===== config.mk =====
export PLATFORM = sky130hd
export DESIGN_NAME = spi_regbank
export DESIGN_NICKNAME = d
export VERILOG_FILES = /design/src/rtl/spi_regbank.sv
export SDC_FILE = /design/constraint.sdc
export NUM_CORES = 1
export LEC_CHECK = 0
export CAP_MARGIN = 0
export CORE_MARGIN = 2
export CORE_UTILIZATION = 25
export DETAILED_ROUTE_END_ITERATION = 8
export GPL_ROUTABILITY_DRIVEN = 0
export SLEW_MARGIN = 20
export SYNTH_ARGS = -nofsm -noshare
export SYNTH_HDL_FRONTEND = slang
export SYNTH_SLANG_ARGS = --single-unit

===== constraint.sdc =====
create_clock -name clk -period 3.1 [get_ports clk]
set_input_delay 0.775 -clock clk [delete_from_list [all_inputs] [get_ports clk]]
set_output_delay 0.775 -clock clk [all_outputs]
set_load 0.05 [all_outputs]

===== src/rtl/spi_regbank.sv =====
// spi_regbank: SPI (mode 0) slave that fills a bank of NUM_REGS registers of
// DATA_W bits. A frame is 1 + ADDR_W + DATA_W bits, MSB first: R/W (1 = write),
// address, data. sclk/ncs/copi are synchronised into clk; all logic on clk.
// Optional macro SPI_READBACK_EN: read frames return register[addr] on cipo.
// Ports:
//   clk, rst        system clock, synchronous active-high reset
//   sclk, ncs, copi SPI inputs (asynchronous to clk)
//   cipo            SPI data out, 0 while ncs is high
//   regs_flat       all registers, register i at [i*DATA_W +: DATA_W]
//   wr_strobe       one-cycle pulse per committed write, with wr_addr
//   frame_err       one-cycle pulse per aborted or over-length frame
module spi_regbank #(
  parameter int ADDR_W   = 7,
  parameter int DATA_W   = 8,
  parameter int NUM_REGS = 5
) (
  input  logic                       clk,
  input  logic                       rst,
  input  logic                       sclk,
  input  logic                       ncs,
  input  logic                       copi,
  output logic                       cipo,
  output logic [NUM_REGS*DATA_W-1:0] regs_flat,
  output logic                       wr_strobe,
  output logic [ADDR_W-1:0]          wr_addr,
  output logic                       frame_err
);

  localparam int FRAME_LEN = 1 + ADDR_W + DATA_W;
  localparam int CNT_W     = $clog2(FRAME_LEN + 1);
  localparam logic [ADDR_W:0] NREGS = (ADDR_W + 1)'(NUM_REGS);

  typedef enum logic [1:0] {IDLE, SHIFT, HOLD} state_e;

  logic [2:0]           sclk_q, ncs_q;
  logic [1:0]           copi_q;
  logic [1:0]           settle_q;
  logic                 armed_q;
  state_e               state_q, state_d;
  logic [CNT_W-1:0]     cnt_q, cnt_d;
  logic [FRAME_LEN-1:0] sr_q, sr_d, sr_shift;
  logic                 ov_q, ov_d;
  logic [DATA_W-1:0]    regs_q [NUM_REGS];
  logic [DATA_W-1:0]    regs_d [NUM_REGS];
  logic                 wr_strobe_q, wr_strobe_d;
  logic [ADDR_W-1:0]    wr_addr_q, wr_addr_d;
  logic                 frame_err_q, frame_err_d;

  logic                 sclk_rise, ncs_rise, ncs_fall;
  logic                 f_rw;
  logic [ADDR_W-1:0]    f_addr;
  logic [DATA_W-1:0]    f_data;

  assign sclk_rise = sclk_q[1] & ~sclk_q[2];
  assign ncs_rise  = ncs_q[1] & ~ncs_q[2];
  assign ncs_fall  = ~ncs_q[1] & ncs_q[2];
  assign sr_shift  = {sr_q[FRAME_LEN-2:0], copi_q[1]};
  assign f_rw      = sr_q[FRAME_LEN-1];
  assign f_addr    = sr_q[FRAME_LEN-2 -: ADDR_W];
  assign f_data    = sr_q[DATA_W-1:0];

`ifdef SPI_READBACK_EN
  logic                 sclk_fall;
  logic [DATA_W-1:0]    out_q, out_d, rd_data;
  logic                 cipo_q, cipo_d;
  logic [ADDR_W-1:0]    rd_addr;

  assign sclk_fall = ~sclk_q[1] & sclk_q[2];
  assign rd_addr   = sr_shift[ADDR_W-1:0];
  assign cipo      = cipo_q & ~ncs;

  always_comb begin
    rd_data = '0;
    for (int unsigned i = 0; i < NUM_REGS; i++)
      if (rd_addr == ADDR_W'(i)) rd_data = regs_q[i];
  end
`else
  assign cipo = 1'b0;
`endif

  always_comb begin
    state_d     = state_q;
    cnt_d       = cnt_q;
    sr_d        = sr_q;
    ov_d        = ov_q;
    regs_d      = regs_q;
    wr_strobe_d = 1'b0;
    wr_addr_d   = wr_addr_q;
    frame_err_d = 1'b0;
`ifdef SPI_READBACK_EN
    out_d  = out_q;
    cipo_d = cipo_q;
`endif
    unique case (state_q)
      IDLE: begin
        if (ncs_fall && armed_q) begin
          state_d = SHIFT;
          cnt_d   = '0;
          sr_d    = '0;
          ov_d    = 1'b0;
`ifdef SPI_READBACK_EN
          out_d  = '0;
          cipo_d = 1'b0;
`endif
        end
      end
      SHIFT: begin
        // ncs rising edge wins over an sclk edge seen in the same cycle
        if (ncs_rise) begin
          frame_err_d = 1'b1;
          state_d     = IDLE;
        end else if (sclk_rise) begin
          sr_d  = sr_shift;
          cnt_d = cnt_q + CNT_W'(1);
          if (cnt_q == CNT_W'(FRAME_LEN - 1)) state_d = HOLD;
`ifdef SPI_READBACK_EN
          // last address bit just arrived: preload the read data
          if (cnt_q == CNT_W'(ADDR_W) && !sr_shift[ADDR_W]) out_d = rd_data;
`endif
        end
      end
      HOLD: begin
        if (ncs_rise) begin
          state_d = IDLE;
          if (ov_q) begin
            frame_err_d = 1'b1;
          end else if (f_rw && ({1'b0, f_addr} < NREGS)) begin
            for (int unsigned i = 0; i < NUM_REGS; i++)
              if (f_addr == ADDR_W'(i)) regs_d[i] = f_data;
            wr_strobe_d = 1'b1;
            wr_addr_d   = f_addr;
          end
        end else if (sclk_rise) begin
          ov_d = 1'b1;
        end
      end
      default: state_d = IDLE;
    endcase
`ifdef SPI_READBACK_EN
    if (state_q != IDLE && !ncs_rise && sclk_fall) begin
      cipo_d = out_q[DATA_W-1];
      out_d  = {out_q[DATA_W-2:0], 1'b0};
    end
`endif
  end

  always_ff @(posedge clk) begin
    if (rst) begin
      sclk_q      <= '0;
      ncs_q       <= '1;
      copi_q      <= '0;
      settle_q    <= '0;
      armed_q     <= 1'b0;
      state_q     <= IDLE;
      cnt_q       <= '0;
      sr_q        <= '0;
      ov_q        <= 1'b0;
      regs_q      <= '{default: '0};
      wr_strobe_q <= 1'b0;
      wr_addr_q   <= '0;
      frame_err_q <= 1'b0;
`ifdef SPI_READBACK_EN
      out_q  <= '0;
      cipo_q <= 1'b0;
`endif
    end else begin
      sclk_q <= {sclk_q[1:0], sclk};
      ncs_q  <= {ncs_q[1:0], ncs};
      copi_q <= {copi_q[0], copi};
      // Arm only once the ncs chain holds real samples and shows ncs high,
      // so a chip select already low at reset release is not taken as a start.
      if (settle_q != 2'd3) settle_q <= settle_q + 2'd1;
      if (settle_q == 2'd3 && ncs_q[2]) armed_q <= 1'b1;
      state_q     <= state_d;
      cnt_q       <= cnt_d;
      sr_q        <= sr_d;
      ov_q        <= ov_d;
      regs_q      <= regs_d;
      wr_strobe_q <= wr_strobe_d;
      wr_addr_q   <= wr_addr_d;
      frame_err_q <= frame_err_d;
`ifdef SPI_READBACK_EN
      out_q  <= out_d;
      cipo_q <= cipo_d;
`endif
    end
  end

  always_comb begin
    for (int unsigned i = 0; i < NUM_REGS; i++)
      regs_flat[i*DATA_W +: DATA_W] = regs_q[i];
  end

  assign wr_strobe = wr_strobe_q;
  assign wr_addr   = wr_addr_q;
  assign frame_err = frame_err_q;

endmodule


Yosys cells after proc, flatten, opt, wreduce, memory -nomap -nowiden
Cells that the tools add are included.
Widths: inputs -> output; s select.
{"block": "word_totals", "reg_bits": 84, "input_bits": 5, "output_inout_bits": 50, "wordCells": 86}
{"block": "op_classes", "add_sub_neg": 2, "magnitude_cmp": 1, "n_eq_ne": 17, "mux": 23, "bitwise": 9, "n_reduce_logical": 17}
{"operator": "$mux 16", "n": 3}
{"operator": "$pmux 16 s2", "n": 1}
{"operator": "$reduce_and 5->1", "n": 5}
{"operator": "$reduce_and 4->1", "n": 4}
{"operator": "$mux 5", "n": 3}
{"operator": "$eq 7x2->1 const B", "n": 2}
{"operator": "$ne 2x2->1 const B", "n": 7}
{"operator": "$mux 2", "n": 5}
{"operator": "$pmux 5 s2", "n": 1}
{"operator": "$eq 7x1->1 const B", "n": 1}
{"operator": "$eq 7x3->1 const B", "n": 1}
{"operator": "$logic_not 7->1", "n": 1}
{"operator": "$lt 7x3->1 const B", "n": 1}
{"operator": "$mux 1", "n": 7}
{"operator": "$ne 3x3->1 const B", "n": 2}
{"operator": "$not 1->1", "n": 6}
{"operator": "$pmux 2 s3", "n": 1}
{"operator": "$add 5x1->5 const B", "n": 1}
{"operator": "$eq 5x4->1 const B", "n": 1}
{"operator": "$eq 2x2->1 const B", "n": 2}
{"operator": "$pmux 1 s2", "n": 2}
{"operator": "$reduce_bool 2->1", "n": 2}
{"operator": "$reduce_or 4->1", "n": 1}
{"operator": "$and 1x1->1", "n": 3}
{"operator": "other kinds (4)", "n": 6}

Depth between registers and ports, before layout
{"block": "logic_depth", "word_depth": 5, "mapped_depth": 8, "depth_no_buf": 7}

Worst setup path after synthesis
OpenSTA, ideal clock, no wires.
{"block": "synth_timing", "path_type": "input port to flip-flop", "from": "input port rst", "to": "register regs_q (netlist bit regs_flat[0])", "setup_time_ps": 128, "arrival_ps": 1579, "required_ps": 2972, "slack_ps": 1394, "stages": 4, "path_buffers": 3, "cell_sequence": "clkbuf_1 clkbuf_1 clkbuf_1 nor2_1"}
{"element": "start: declaration", "line_no": "18", "text": "input logic rst,"}
{"element": "end signal: assignment", "line_no": "178", "text": "regs_q <= regs_d;"}
{"element": "end: declaration", "line_no": "43", "text": "logic [DATA_W-1:0] regs_q [NUM_REGS];"}
No word-level cell between the ends.

Worst setup path after layout
{"block": "layout_timing", "from": "register regs_q (netlist bit regs_flat[37])", "to": "output port regs_flat[37]"}
{"element": "end: declaration", "line_no": "23", "text": "output logic [NUM_REGS*DATA_W-1:0] regs_flat,"}
No word-level cell between the ends.

==> results.md <==
* Outcome: finished, final reports clean
* H-tree depth at 3
* Simple logic cell fraction of the synthesized area at 20.74%
* Global-route wire length before repair at 11.82 mm
* Async SR Flop Fraction at 0%
* RSZ-0062 raised after global routing: false
* Synth-to-layout area growth at 28.79%
* CTS root buf: clkbuf_16
* Sequential-to-total area share from yosys stat at 51.04%
* Non-filler cells, final at 550
* HP Start: ncs_q[0]
* CTS tree: done
* Antenna violations before repair at 0
* Mux cell area share after synthesis at 13.10%
* Syn_nets at 341
* Placed Cells at 534
* Clock Pin Slew Worst Setup and Hold Paths at 60 ps
* Maximum VDD drop at 0.0002889 V
* Initial Util at 25.89%
* Global Route Usage Sum at 10.30%
* YS warnings at 0
* Width of the die at 118.8 um
* Final instance area at 4243 um^2
* Power Dens Cells at 570.2 nW/um^2
* Crit-path leading delay family: buffers and inverters
* # hold bufs at CTS at 0
* Cts bufs inserted at 9
* Latest clock arrival within the worst-skew pair at 330 ps
* Final core utilization at 33.35%
* Die Span Y at 118.8 um
* # IOs at 55
* Vias/cell at 4.484
* Routed WL at 7.195 mm
* CP Depth at 1
* Hold_ws at 410.5 ps
* Nature of the critical path endpoint: primary output
* Maximum clock insertion buffer count at 2
* Dominant synthesized flop cell: dfxtp_1
* Hold WC Path Type: reg -> reg
* Fill cells at 1380
* CTS sink count at 84
* Mapped Cells at 330
* Crit path arrival time at 1490 ps
* Share of cells above drive strength 1 at 8.466%
* Hold Path Depth at 1
* Slew Limit Fails at 0
* Reg2Reg Launch Point: state_q[0]
* Die area at 14110 um^2
* Vias in the first global route at 2402
* Fmax at 440.6 MHz
* Post-Synth Adder-Cell Area at 2.279%
* Largest net degree at the start of global routing at 46
* Maxcap violations at 0
* Number of placement rows at 41
* Post-Syn Area per Cell at 9.983 um^2
* Synth Area in Compound Gates at 8.887%
* Post-Synth XOR/XNOR Area at 0.2659%
* Via count at 2466
* # diodes at 0
* Critical path class: reg -> out
* Worst-path fanout max at 2
* Critical Path Source Type: register
* Worst slew pin tran at 930.2 ps
* Post-synthesis register bit count at 84
* Worst path slowest cell: clkdlybuf4s50_1
* Leakage power at 1.755 nW
* Register-to-Register Path Depth at 6
* Placed instance area at 3940 um^2
* Setup Total Neg Slack at 0 ps
* Period utilization at 73.21%
* Worst Path Required at 2320 ps
* Avg WL per Cell at 13.08 um
* Grt total ovfl at 0
* Syn Std Cell Area at 3294 um^2
* Post-synth cell types at 42
* Endpoints failing hold at 0
* Core region area at 12720 um^2
* 1st-iter DRT viols at 125
* Cells along the critical path: clkdlybuf4s50_1
* Antenna-violating nets left at 0
* Final Setup Violations at 0
* Buffer and inverter count on the worst path at 1
* DRC at 0
* Final net count at 384
* Drt first pass iters at 4
* Slew headroom at 37.79%
* PortBufs at 53
* Clock skew at 5.872 ps
* Crit path from: regs_flat[37]
* Post-synth EDFFs at 0
* # resized after CTS at 0
* Largest family of logic cells by synthesized area: simple AND/OR/NAND/NOR gates
* Detail Placement HPWL at 4.868 mm
* CP peak stage delay at 820 ps
* # Post-CTS Setup Buffers at 0
* Clock period minus final worst setup slack at 2270 ps
final cells by class:
cell class                 count  area (um^2)  share of cell area [%]
sequential                    84         1682                   39.63
multi-input combinational    220         1495                   35.24
timing repair buffer          54        533.0                   12.56
clock buffer                  12        246.5                   5.809
tap                          172        215.2                   5.072
clock inverter                 4        56.30                   1.327
inverter                       4        15.01                  0.3539
routing by layer:
metal	part of all wire [%]	wire, um	up-vias	global-route usage, %
li1	-	-	1225	-
met1	48	3427	1181	13.12
met2	47	3376	50	16.77
met3	4.6	332	10	3.620
met4	0.82	59	0	2.232
met5	0	0	-	0
sequential cells by signal (all words and copies together), names as in the netlist:
name / cells
regs_flat: 40
sr_q: 16
wr_addr: 7
cnt_q: 5
ncs_q: 3
sclk_q: 3
copi_q: 2
settle_q: 2
state_q: 2
armed_q: 1
frame_err: 1
ov_q: 1
wr_strobe: 1
kinds of logic (layout without fill, tap and decap cells):
family,count (synthesis),in the layout
AND/OR/NAND/NOR,116,116
AO/OA/AOI/OAI,53,53
multiplexers,43,43
other,1,1
XOR/XNOR,1,1
buffers and inverters,26,74
flip-flops,84,84
adder cells (fa/ha/maj),6,6
cells in the mapped netlist, drive strengths merged (2+ instances only):
master | instances | share of area (%)
and3b | 2 | 0.53
dfxtp | 84 | 51
and3 | 2 | 0.38
a21oi | 26 | 3.9
inv | 4 | 0.46
nor3b | 3 | 0.68
a31oi | 2 | 0.57
o21ai | 19 | 2.9
nor3 | 3 | 0.80
ha | 6 | 2.3
clkbuf | 14 | 1.6
buf | 8 | 1.5
or2 | 4 | 0.76
nand4 | 6 | 3.0
nand3 | 18 | 2.7
mux2i | 42 | 13
nor2b | 7 | 1.3
nand2 | 9 | 1.0
and2 | 5 | 1.0
or4 | 2 | 0.46
o31ai | 2 | 0.46
nor2 | 47 | 5.4
power breakdown:
group	total [mW]	switching, mW	internal, mW	leakage (nW)
Combinational	0.227	0.166	0.0615	0.929
Clock	1.07	0.422	0.652	0.147
Sequential	1.12	0.0156	1.10	0.679
Total	2.42	0.604	1.82	1.76
through the flow:
step | worst slack, ps | power [mW]
floorplan | 1394 | 1.333
global placement | 1041 | 1.358
detailed placement | 971.1 | 1.367
CTS | 805.3 | 2.447
global route | 765.9 | 2.517
finish | 830.4 | 2.419
cell usage in the layout, fill, tap and decap left out, types with 7 or more instances in the layout:
master            n
dfxtp_1          84
o21ai_0          19
nor2b_1           7
nand3_1          18
nor2_1           47
nand2_1           9
clkbuf_16         9
mux2i_1          42
clkdlybuf4s50_1  52
a21oi_1          26
worst paths after layout:
kind                            slack [ps]       endpoint
worst max-delay path                   830  regs_flat[37]
worst min-delay path                   410       ncs_q[1]
worst max register to register         960  regs_flat[39]
worst min register to register         410       ncs_q[1]
Power figures use the tool's default switching activity.
